[src/rtl/pwm_frame_sequencer.sv]
// Frame sequencer for the PWM array: shadow buffer, latch loader, period counter.
// Define PWM_SEQ_UNDERRUN_CNT_EN to add the saturating underrun_cnt output.
module pwm_frame_sequencer #(
  parameter int DWIDTH = 8,
  parameter int STAGE  = 8,
  localparam int IW = (STAGE > 1) ? $clog2(STAGE) : 1,
  localparam int FW = $clog2(STAGE + 1)
) (
  input  logic              clk,
  input  logic              rst,
  input  logic              enable,
  input  logic              in_valid,
  output logic              in_ready,
  input  logic [DWIDTH-1:0] in_data,
  output logic              lat_valid,
  output logic [IW-1:0]     lat_idx,
  output logic [DWIDTH-1:0] lat_data,
  output logic              cnt_rst,
  output logic [DWIDTH-1:0] count,
  output logic              hsync,
  output logic              busy,
  output logic              underrun,
  input  logic              clr_underrun
`ifdef PWM_SEQ_UNDERRUN_CNT_EN
  ,
  output logic [15:0]       underrun_cnt
`endif
);

  typedef enum logic [1:0] {
    IDLE,
    LOAD,
    RUN
  } state_t;

  state_t            state_q, state_d;
  logic [DWIDTH-1:0] count_q, count_d;
  logic [IW-1:0]     idx_q, idx_d;
  logic [FW-1:0]     fill_q, fill_d;
  logic              pend_q, pend_d;
  logic              urun_q, urun_d;
  logic              take;
  logic              last_load;
  logic              per_end;
  logic              urun_set;
  logic [DWIDTH-1:0] mem_q [STAGE];

  assign in_ready  = !pend_q && (state_q != LOAD) && !rst;
  assign take      = in_valid && in_ready;
  assign last_load = (state_q == LOAD) && (idx_q == IW'(STAGE - 1));
  assign per_end   = (state_q == RUN) && (&count_q);
  assign urun_set  = per_end && enable && !pend_q;

  always_comb begin
    state_d = state_q;
    count_d = count_q;
    idx_d   = idx_q;
    unique case (state_q)
      IDLE: begin
        count_d = '0;
        idx_d   = '0;
        if (enable && pend_q) state_d = LOAD;
      end
      LOAD: begin
        count_d = '0;
        idx_d   = idx_q + 1'b1;
        if (last_load) begin
          state_d = RUN;
          idx_d   = '0;
        end
      end
      RUN: begin
        count_d = count_q + 1'b1;
        if (per_end) begin
          if (!enable) begin
            state_d = IDLE;
            count_d = '0;
          end else if (pend_q) begin
            state_d = LOAD;
            count_d = '0;
          end
        end
      end
      default: state_d = IDLE;
    endcase
  end

  // Loading consumes the pending frame, so it overrides a fill update.
  always_comb begin
    fill_d = fill_q;
    pend_d = pend_q;
    if (take) begin
      fill_d = fill_q + 1'b1;
      if (fill_q == FW'(STAGE - 1)) pend_d = 1'b1;
    end
    if (last_load) begin
      fill_d = '0;
      pend_d = 1'b0;
    end
    urun_d = urun_q;
    if (urun_set) urun_d = 1'b1;
    else if (clr_underrun) urun_d = 1'b0;
  end

  always_ff @(posedge clk) begin
    if (rst) begin
      state_q <= IDLE;
      count_q <= '0;
      idx_q   <= '0;
      fill_q  <= '0;
      pend_q  <= 1'b0;
      urun_q  <= 1'b0;
    end else begin
      state_q <= state_d;
      count_q <= count_d;
      idx_q   <= idx_d;
      fill_q  <= fill_d;
      pend_q  <= pend_d;
      urun_q  <= urun_d;
    end
  end

  always_ff @(posedge clk) begin
    if (take) mem_q[fill_q[IW-1:0]] <= in_data;
  end

  assign lat_valid = (state_q == LOAD);
  assign lat_idx   = idx_q;
  assign lat_data  = lat_valid ? mem_q[idx_q] : '0;
  assign cnt_rst   = (state_q != RUN);
  assign count     = count_q;
  assign hsync     = (state_q == RUN) && (count_q == '0);
  assign busy      = (state_q != IDLE);
  assign underrun  = urun_q;

`ifdef PWM_SEQ_UNDERRUN_CNT_EN
  logic [15:0] ucnt_q, ucnt_d;

  always_comb begin
    ucnt_d = ucnt_q;
    if (urun_set) begin
      if (clr_underrun) ucnt_d = 16'd1;
      else if (!(&ucnt_q)) ucnt_d = ucnt_q + 16'd1;
    end else if (clr_underrun) begin
      ucnt_d = '0;
    end
  end

  always_ff @(posedge clk) begin
    if (rst) ucnt_q <= '0;
    else     ucnt_q <= ucnt_d;
  end

  assign underrun_cnt = ucnt_q;
`endif

endmodule

[config.mk]
export PLATFORM = sky130hd
export DESIGN_NAME = pwm_frame_sequencer
export DESIGN_NICKNAME = d
export VERILOG_FILES = /design/src/rtl/pwm_frame_sequencer.sv
export SDC_FILE = /design/constraint.sdc
export NUM_CORES = 1
export LEC_CHECK = 0
export ABC_AREA = 0
export BUFFER_PORTS_ARGS = -buffer_cell sky130_fd_sc_hd__buf_2
export CAP_MARGIN = 20
export CORE_MARGIN = 5
export CORE_UTILIZATION = 40
export DETAILED_ROUTE_END_ITERATION = 6
export PLACE_DENSITY_LB_ADDON = 0.15
export SLEW_MARGIN = 25
export SYNTH_ARGS = -nofsm -noshare
export SYNTH_HDL_FRONTEND = slang
export SYNTH_SLANG_ARGS = --single-unit
[constraint.sdc]
create_clock -name clk -period 2.2 [get_ports clk]
set_input_delay 0.11 -clock clk [delete_from_list [all_inputs] [get_ports clk]]
set_output_delay 0.11 -clock clk [all_outputs]
set_load 0.01 [all_outputs]
==> results of run 1 <==
==> cell usage in the layout (no fill, tap or decap), types with 5 or more instances in the layout <==
| master | count |
|---|---|
| edfxtp_1 | 64 |
| buf_2 | 37 |
| nor2_1 | 24 |
| dfxtp_1 | 22 |
| mux4_2 | 16 |
| buf_4 | 14 |
| nand2_1 | 13 |
| mux2i_1 | 10 |
| a21oi_1 | 9 |
| clkbuf_8 | 9 |
| nand3_1 | 8 |
| nand2b_1 | 5 |
| nor3_1 | 5 |
| ha_1 | 5 |
==> cell families (layout without fill, tap and decap cells) <==
logic type | count (synthesis) | after routing | synth area share (%)
flops | 86 | 86 | 67.4
simple gates | 79 | 79 | 11.8
mux | 26 | 26 | 13.1
compound gates | 15 | 15 | 2.53
buf+inv | 15 | 71 | 2.36
fa+ha+maj | 5 | 5 | 1.79
xor+xnor | 4 | 4 | 1.00
==> metrics by stage <==
stage / worst slack (ns) / total power, mW
2_1_floorplan: 0.223 / 1.82
3_3_place_gp: 0.445 / 1.86
3_5_place_dp: 0.417 / 1.86
4_1_cts: 0.163 / 2.77
5_1_grt: 0.0480 / 2.85
6_report: 0.228 / 2.73
==> power breakdown <==
group	internal, mW	total, mW	switching (mW)	leakage (nW)
Combinational	0.0258	0.0665	0.0407	0.560
Clock	0.407	0.906	0.499	0.0812
Sequential	1.75	1.76	0.00498	0.755
==> tightest hold or removal path: stages <==
cell	delay, ns
buf_2	0.07
nand2b_1	0.08
a21oi_1	0.05
==> cell type report <==
class / instances / share of cell area [%]
clock inverter: 3 / 0.374
clock buffer: 13 / 3.46
tap: 108 / 3.36
sequential: 86 / 58.8
timing repair buffer: 51 / 7.23
multi-input combinational: 129 / 26.4
inverter: 4 / 0.374
==> path summary, 6_finish.rpt <==
path / endpoint / slack, ns
setup / recovery: lat_data[4] / 0.23
hold / removal: underrun / 0.04
setup reg to reg: mem_q[0][5] / 0.42
hold reg to reg: underrun / 0.47
==> metal layers <==
layer  GRT usage, %  share of wire [%]  vias up
met5              0                  0        -
met4           3.94               0.41        0
met3           3.61                4.0        2
met2           19.8                 47       43
met1           18.6                 48      973
li1               -                  -      973
==> cell usage after synthesis (all sizes together) (2+ instances only) <==
cell,n,area (um2)
nor2,24,90.1
or2b,2,16.3
mux2i,10,100
ha,5,62.6
a31oi,3,18.8
inv,4,15.0
nand2b,6,40.0
or2,2,12.5
nand3b,2,15.0
xor2,3,26.3
or3,3,18.8
nor3b,2,15.0
nor2b,2,20.0
a21oi,9,45.0
nand4,4,25.0
nand2,13,48.8
nand3,8,40.0
edfxtp,64,1920
dfxtp,22,440
nor3,5,25.0
mux4,16,360
clkbuf,3,11.3
buf,8,56.3
==> sequential cells by signal, summed over array words and instances, names as in the netlist, named ones only <==
signal,flops
lat_idx,3
fill_q,4
underrun,1
state_q,2
pend_q,1
count,8
mem_q,64
==> metrics.md, run 1 <==
| Metric | Value |
|---|---|
| Outcome | complete, no violations |
| CTS resizes | 0 |
| GR Overflow Total | 0 |
| Root buffer cell | clkbuf_8 |
| Crit path DAT | 1.86 ns |
| Maximum vdd drop | 0.250 mV |
| R2R Path Start | state_q[1] |
| Antenna Nets Post-Route | 0 |
| Mapped Cells | 230 |
| Crit path depth | 5 |
| CP Cell Sequence | buf_4 > mux4_2 > mux2i_1 > nor2_1 > buf_2 |
| Mean routed wirelength per cell | 17.1 um |
| Area of the multi-input gates | 0.00106 mm2 |
| Number of max-slew violations in the final report | 0 |
| Minimum clock period | 1.97 ns |
| Pwr dens | 679 mW/mm2 |
| FF-to-FF path depth | 5 |
| Hold Path Class | in -> reg |
| Top Family by Delay on Critical Path | multiplexers |
| GP Congestion | 0.736 |
| # fillers | 799 |
| Die span in y | 104 um |
| CTS tree | done |
| Final nets | 299 |
| Static Leakage | 1.40 nW |
| Longest Clk Path Bufs | 2 |
| Fin cells | 394 |
| Worst Tran Pin Value | 0.638 ns |
| Post-Syn Area | 0.00350 mm2 |
| Worst-Skew Late Latency | 0.33 ns |
| First-pass GRT wire length | 11100 um |
| Setup TNS | 0 ns |
| Antenna Cells | 0 |
| Layout Utilization | 46.5% |
| Final-report hold violation count | 0 |
| Initial Util | 40.6% |
| YS warnings | 0 |
| Die width | 104 um |
| Worst-path clk slew | 0.08 ns |
| Yosys cell types | 40 |
| Clock skew | 0.00655 ns |
| DPL Wire Length | 4710 um |
| Drt pass-1 iters | 4 |
| Slowest cell on the critical path | mux4_2 |
| Placed cell count | 378 |
| Drt drc | 0 |
| WP buf/inv | 2 |
| Total Routing Usage GR | 13.2% |
| Critical Path Sink Type | output port |
| Max Fanout on Critical Path | 16 |
| FF/Latch Area | 0.00236 mm2 |
| WHS | 0.0372 ns |
| Post-synth ARST share | 0% |
| CP required | 2.09 ns |
| RSZ-0062 raised after global routing | false |
| Endpoints failing setup | 0 |
| Synth Net Count | 248 |
| Hold buffer count at cts | 0 |
| Final instance area | 0.00402 mm2 |
| Dominant synthesized flop cell | edfxtp_1 |
| Port bufs | 37 |
| Fin crit share | 89.6% |
| Relative slew margins | 57.4% |
| Hold Path Depth | 3 |
| Max Freq | 507 MHz |
| Max-cap violations | 0 |
| Largest net degree at the start of global routing | 17 |
| Layout cell share with drive strength beyond 1 | 30.1% |
| CTS buffer count | 9 |
| Worst Path Class, Setup | reg -> out |
| Die area | 0.0107 mm2 |
| Core area | 0.00864 mm2 |
| Postcts setup bufs | 0 |
| Startpoint types | flop |
| Row count | 34 |
| Syn_area_per_cell | 15.2 um2 |
| Clock sink count | 86 |
| Hold Startpoint | clr_underrun |
| Ports | 38 |
| Vias post-DR | 1991 |
| Dpl cell area | 0.00386 mm2 |
| Synth-to-layout area growth | 14.6% |
| Max stage delay on crit path | 0.58 ns |
| Sequential share of the synthesized area | 67.4% |
| Final WL | 6760 um |
| Vias in the first global route | 2086 |
| Post-synth EDFFs | 64 |
| Yosys reg bits | 86 |
| Iter 0 DRT Violations | 81 |
| Antenna violations before repair | 0 |
| Vias/cell | 5.05 |
| H-tree levels | 3 |
Note: power is estimated with default switching activity, not from simulation.
==> inputs of run 2 (changes only) <==
CTS_BUF_LIST = sky130_fd_sc_hd__clkbuf_8   (was default)
==> run 2 against run 1 <==
Sequential cell count unchanged. Count of clock-buffer cells in the layout decreased by 4. Global-route usage unchanged. Critical path depth unchanged. Combinational power about the same. Sequential share of layout area unchanged.
==> metrics.md, run 2 (synthesized netlist as in run 1, its figures left out) <==
| Metric | Value |
|---|---|
| Antenna Nets Post-Route | 0 |
| Ports | 38 |
| Synth-to-layout area growth | 14.6% |
| Dpl cell area | 0.00386 mm2 |
| Commonest non-fill, non-tap cell in the layout | edfxtp_1 |
| Setup TNS | 0 ns |
| CTS tree | done |
| Worst Path Class, Setup | reg -> out |
| Final WL | 6770 um |
| GP Congestion | 0.736 |
| Total Routing Usage GR | 13.2% |
| DPL Wire Length | 4710 um |
| Total Power | 2.71 mW |
| Met3 WL | 286 um |
| Worst-Skew Late Latency | 0.33 ns |
| Max stage delay on crit path | 0.58 ns |
| H-tree levels | 3 |
| Drt drc | 0 |
| Pwr dens | 675 mW/mm2 |
| Drt pass-1 iters | 4 |
| CTS resizes | 0 |
| Slowest cell on the critical path | mux4_2 |
| Number of max-slew violations in the final report | 0 |
| Final nets | 299 |
| First-pass GRT wire length | 11100 um |
| Crit path DAT | 1.86 ns |
| Die span in y | 104 um |
| Startpoint types | flop |
| RSZ-0062 raised after global routing | false |
| R2R Path Start | state_q[1] |
| Worst-path clk slew | 0.08 ns |
| Postcts setup bufs | 0 |
| Max-cap violations | 0 |
| Minimum clock period | 1.97 ns |
| Mean routed wirelength per cell | 17.2 um |
| CP Cell Sequence | buf_4 > mux4_2 > mux2i_1 > nor2_1 > buf_2 |
| CP required | 2.09 ns |
| Fin cells | 394 |
| Initial Util | 40.6% |
| Endpoints failing setup | 0 |
| M1 WL | 3270 um |
| Vias in the first global route | 2086 |
| Fin crit share | 89.6% |
| Root buffer cell | clkbuf_8 |
| GR Overflow Total | 0 |
| Antenna Cells | 0 |
| Routed length on met2 | 3190 um |
| Hold buffer count at cts | 0 |
| Worst Tran Pin Value | 0.638 ns |
| Die width | 104 um |
| Static Leakage | 1.41 nW |
| CTS buffer count | 9 |
| Vias/cell | 5.07 |
| Placed cell count | 378 |
| Maximum vdd drop | 0.245 mV |
| Antenna violations before repair | 0 |
| Clock skew | 0.00673 ns |
| Vias post-DR | 1998 |
| Relative slew margins | 57.4% |
| Hold Path Class | in -> reg |
| Clock sink count | 86 |
| Most frequent cells in the layout | edfxtp_1, buf_2, nor2_1, dfxtp_1, mux4_2 |
| Max Freq | 507 MHz |
| Core area | 0.00864 mm2 |
| Row count | 34 |
| Iter 0 DRT Violations | 81 |
| Longest Clk Path Bufs | 2 |
| Max reg flops | 64 |
| Outcome | complete, no violations |
| Final instance area | 0.00402 mm2 |
| Hold Startpoint | clr_underrun |
| Top Family by Delay on Critical Path | multiplexers |
| Port bufs | 37 |
| Max Used Layer | met4 |
| Layout cell share with drive strength beyond 1 | 30.1% |
| Max Fanout on Critical Path | 16 |
| Layout Utilization | 46.5% |
| # fillers | 799 |
| Critical Path Sink Type | output port |
| WP buf/inv | 2 |
| Final-report hold violation count | 0 |
| Largest net degree at the start of global routing | 17 |
| Die area | 0.0107 mm2 |
## run 2: layer usage
layer	global-route usage [%]	up-vias
li1	-	973
met1	18.6	974
met2	19.8	49
met3	3.61	2
met4	3.94	0
met5	0	-
## run 2: per-stage QoR
stage	worst slack [ns]	hold slack, ns
floorplan	0.223	0.209
global placement	0.445	0.369
detailed placement	0.417	0.388
CTS	0.163	0.0204
global route	0.0480	0.0323
finish	0.228	0.0372
## run 2: final cells by class
type                    instances  area, um2  share of cell area, %
multi-input cells             129       1060                   26.4
clock inverters                 7       30.0                  0.748
repair buffers                 51        290                   7.23
inverters                       4       15.0                  0.374
flip-flops and latches         86       2360                   58.8
clock buffers                   9        124                   3.08
well taps                     108        135                   3.36
## run 2: worst paths after layout
path | cells after the start | slack, ns | to
worst min register to register | 2 | 0.47 | underrun
worst min-delay path | 3 | 0.04 | underrun
worst max-delay path | 5 | 0.23 | lat_data[4]
worst max register to register | 5 | 0.42 | mem_q[0][5]
## run 2: tightest hold or removal path, delay by kind of cell
family          cells  cell delay, ns
compound gates      1            0.05
simple gates        1            0.08
buf+inv             1            0.07
## run 2: power by group
group / leakage, nW / internal [mW] / switching, mW
combinational: 0.560 / 0.0258 / 0.0407
sequential: 0.755 / 1.75 / 0.00498
clock: 0.0977 / 0.389 / 0.500
total: 1.41 / 2.17 / 0.546
==> inputs of run 3 (changes only) <==
CORE_UTILIZATION = 60   (was 40)
HOLD_SLACK_MARGIN = 0.02   (was default)
==> run 3 against run 2 <==
Count of clock-buffer cells in the layout is the same. Sequential power is essentially flat. Cell count shrank 8.6%. Critical path depth is the same. Routed wire length shrank 8.0%. Combinational power is essentially flat. First-iteration DRC count grew 21%. Clock skew shrank 0.0011 ns. Register-to-register slack is essentially flat. Worst setup slack lost 0.014 ns. Non-clock buffer count grew 2. Via count grew 3.5%. Critical path type unchanged. Largest cell class unchanged.
==> metrics.md, run 3 (synthesized netlist as in run 1, its figures left out) <==
| Metric | Value |
|---|---|
| Outcome | complete, no violations |
| R2R Path Start | state_q[1] |
| Crit path DAT | 1.88 ns |
| DPL Wire Length | 4320 um |
| Postcts setup bufs | 0 |
| Vias in the first global route | 2044 |
| Commonest non-fill, non-tap cell in the layout | edfxtp_1 |
| Die width | 86.4 um |
| Max reg flops | 64 |
| Dpl cell area | 0.00382 mm2 |
| Mean routed wirelength per cell | 17.3 um |
| Port bufs | 37 |
| Hold Startpoint | in_data[1] |
| Die span in y | 86.4 um |
| Final instance area | 0.00406 mm2 |
| Max Fanout on Critical Path | 16 |
| RSZ-0062 raised after global routing | false |
| Worst Path Class, Setup | reg -> out |
| Top Family by Delay on Critical Path | multiplexers |
| Max stage delay on crit path | 0.55 ns |
| Max Freq | 504 MHz |
| First-pass GRT wire length | 10100 um |
| Total Routing Usage GR | 18.4% |
| Antenna Cells | 0 |
| Antenna Nets Post-Route | 0 |
| Clock sink count | 86 |
| Hold Path Class | in -> reg |
| GP Congestion | 0.784 |
| Slowest cell on the critical path | mux4_2 |
| GR Overflow Total | 0 |
| Final WL | 6230 um |
| Worst-path clk slew | 0.08 ns |
| CTS tree | done |
| Number of max-slew violations in the final report | 0 |
| Die area | 0.00747 mm2 |
| Worst Tran Pin Value | 0.552 ns |
| Max-cap violations | 0 |
| CP Cell Sequence | buf_4 > mux4_2 > mux2i_1 > nor2_1 > buf_2 |
| FF-to-FF path depth | 5 |
| Core area | 0.00561 mm2 |
| Longest Clk Path Bufs | 2 |
| H-tree levels | 3 |
| R2r endpoint | mem_q[0][6] |
| Maximum vdd drop | 0.577 mV |
| Pwr dens | 753 mW/mm2 |
| Fin crit share | 90.3% |
| Relative slew margins | 63.2% |
| Crit path depth | 5 |
| Largest net degree at the start of global routing | 17 |
| CP required | 2.09 ns |
| Most frequent cells in the layout | edfxtp_1, buf_2, nor2_1, dfxtp_1, mux4_2 |
| Vias/cell | 5.74 |
| Antenna violations before repair | 0 |
| Final-report hold violation count | 0 |
| WHS Endpoint | mem_q[2][1] |
| WP buf/inv | 2 |
| Startpoint types | flop |
| Ports | 38 |
| Row count | 27 |
| Synth-to-layout area growth | 16.0% |
| Clock skew | 0.00563 ns |
| Iter 0 DRT Violations | 98 |
| Vias post-DR | 2068 |
| Root buffer cell | clkbuf_8 |
| Setup TNS | 0 ns |
| Initial Util | 62.5% |
| Hold Path Depth | 1 |
| Critical Path Sink Type | output port |
| Drt pass-1 iters | 4 |
| Worst-Skew Late Latency | 0.34 ns |
| Setup slack, reg-to-reg | 0.42 ns |
| Layout Utilization | 72.5% |
| CTS buffer count | 9 |
| Minimum clock period | 1.99 ns |
| Drt drc | 0 |
| Layout cell share with drive strength beyond 1 | 30.2% |
| Final nets | 301 |
| Static Leakage | 1.45 nW |
| Endpoints failing setup | 0 |
[run 3: what timing repair did]
item	CTS	global route
setup endpoints to repair	0	0
gates resized for setup	0	0
hold buffers	1	0
endpoints found under the hold margin	1	0
[run 3: cell type report]
class	instances	area, um2
clock inverters	7	105
clock buffers	9	124
repair buffers	53	308
well taps	72	90.1
inverters	4	15.0
flip-flops and latches	86	2360
multi-input cells	129	1060
fillers	369	1540
[run 3: report_power, final]
group / total, mW / switching [mW] / internal [mW] / leakage, nW
combinational: 0.0662 / 0.0396 / 0.0266 / 0.569
clock: 1.24 / 0.497 / 0.739 / 0.121
sequential: 1.76 / 0.00511 / 1.75 / 0.755
total: 3.06 / 0.541 / 2.52 / 1.45
[run 3: per-stage QoR]
stage                     cells  hold WS (ns)  power (mW)  setup slack, ns
after floorplan             230         0.209        1.82            0.223
after detailed placement    343         0.390        1.86            0.457
after CTS                   360        0.0351        3.08            0.166
after global placement      343         0.368        1.86            0.481
final                       360        0.0525        3.06            0.214
after global routing        360        0.0397        3.16           0.0380
[run 3: worst max path at each step]
stage	start	to	slack [ns]
after detailed placement	state_q[1]	mem_q[0][6]	0.46
after global placement	state_q[1]	mem_q[0][1]	0.48
final	flop	lat_data[4]	0.21
after global routing	flop	lat_data[7]	0.04
after floorplan	state_q[1]	mem_q[0][0]	0.22
after CTS	flop	lat_data[4]	0.17
[run 3: layer usage]
| layer | global-route usage, % | routed length [um] | vias up |
|---|---|---|---|
| li1 | - | - | 975 |
| met1 | 25.0 | 2730 | 1025 |
| met2 | 28.7 | 3080 | 55 |
| met3 | 3.90 | 289 | 13 |
| met4 | 8.36 | 131 | 0 |
| met5 | 0 | 0 | - |
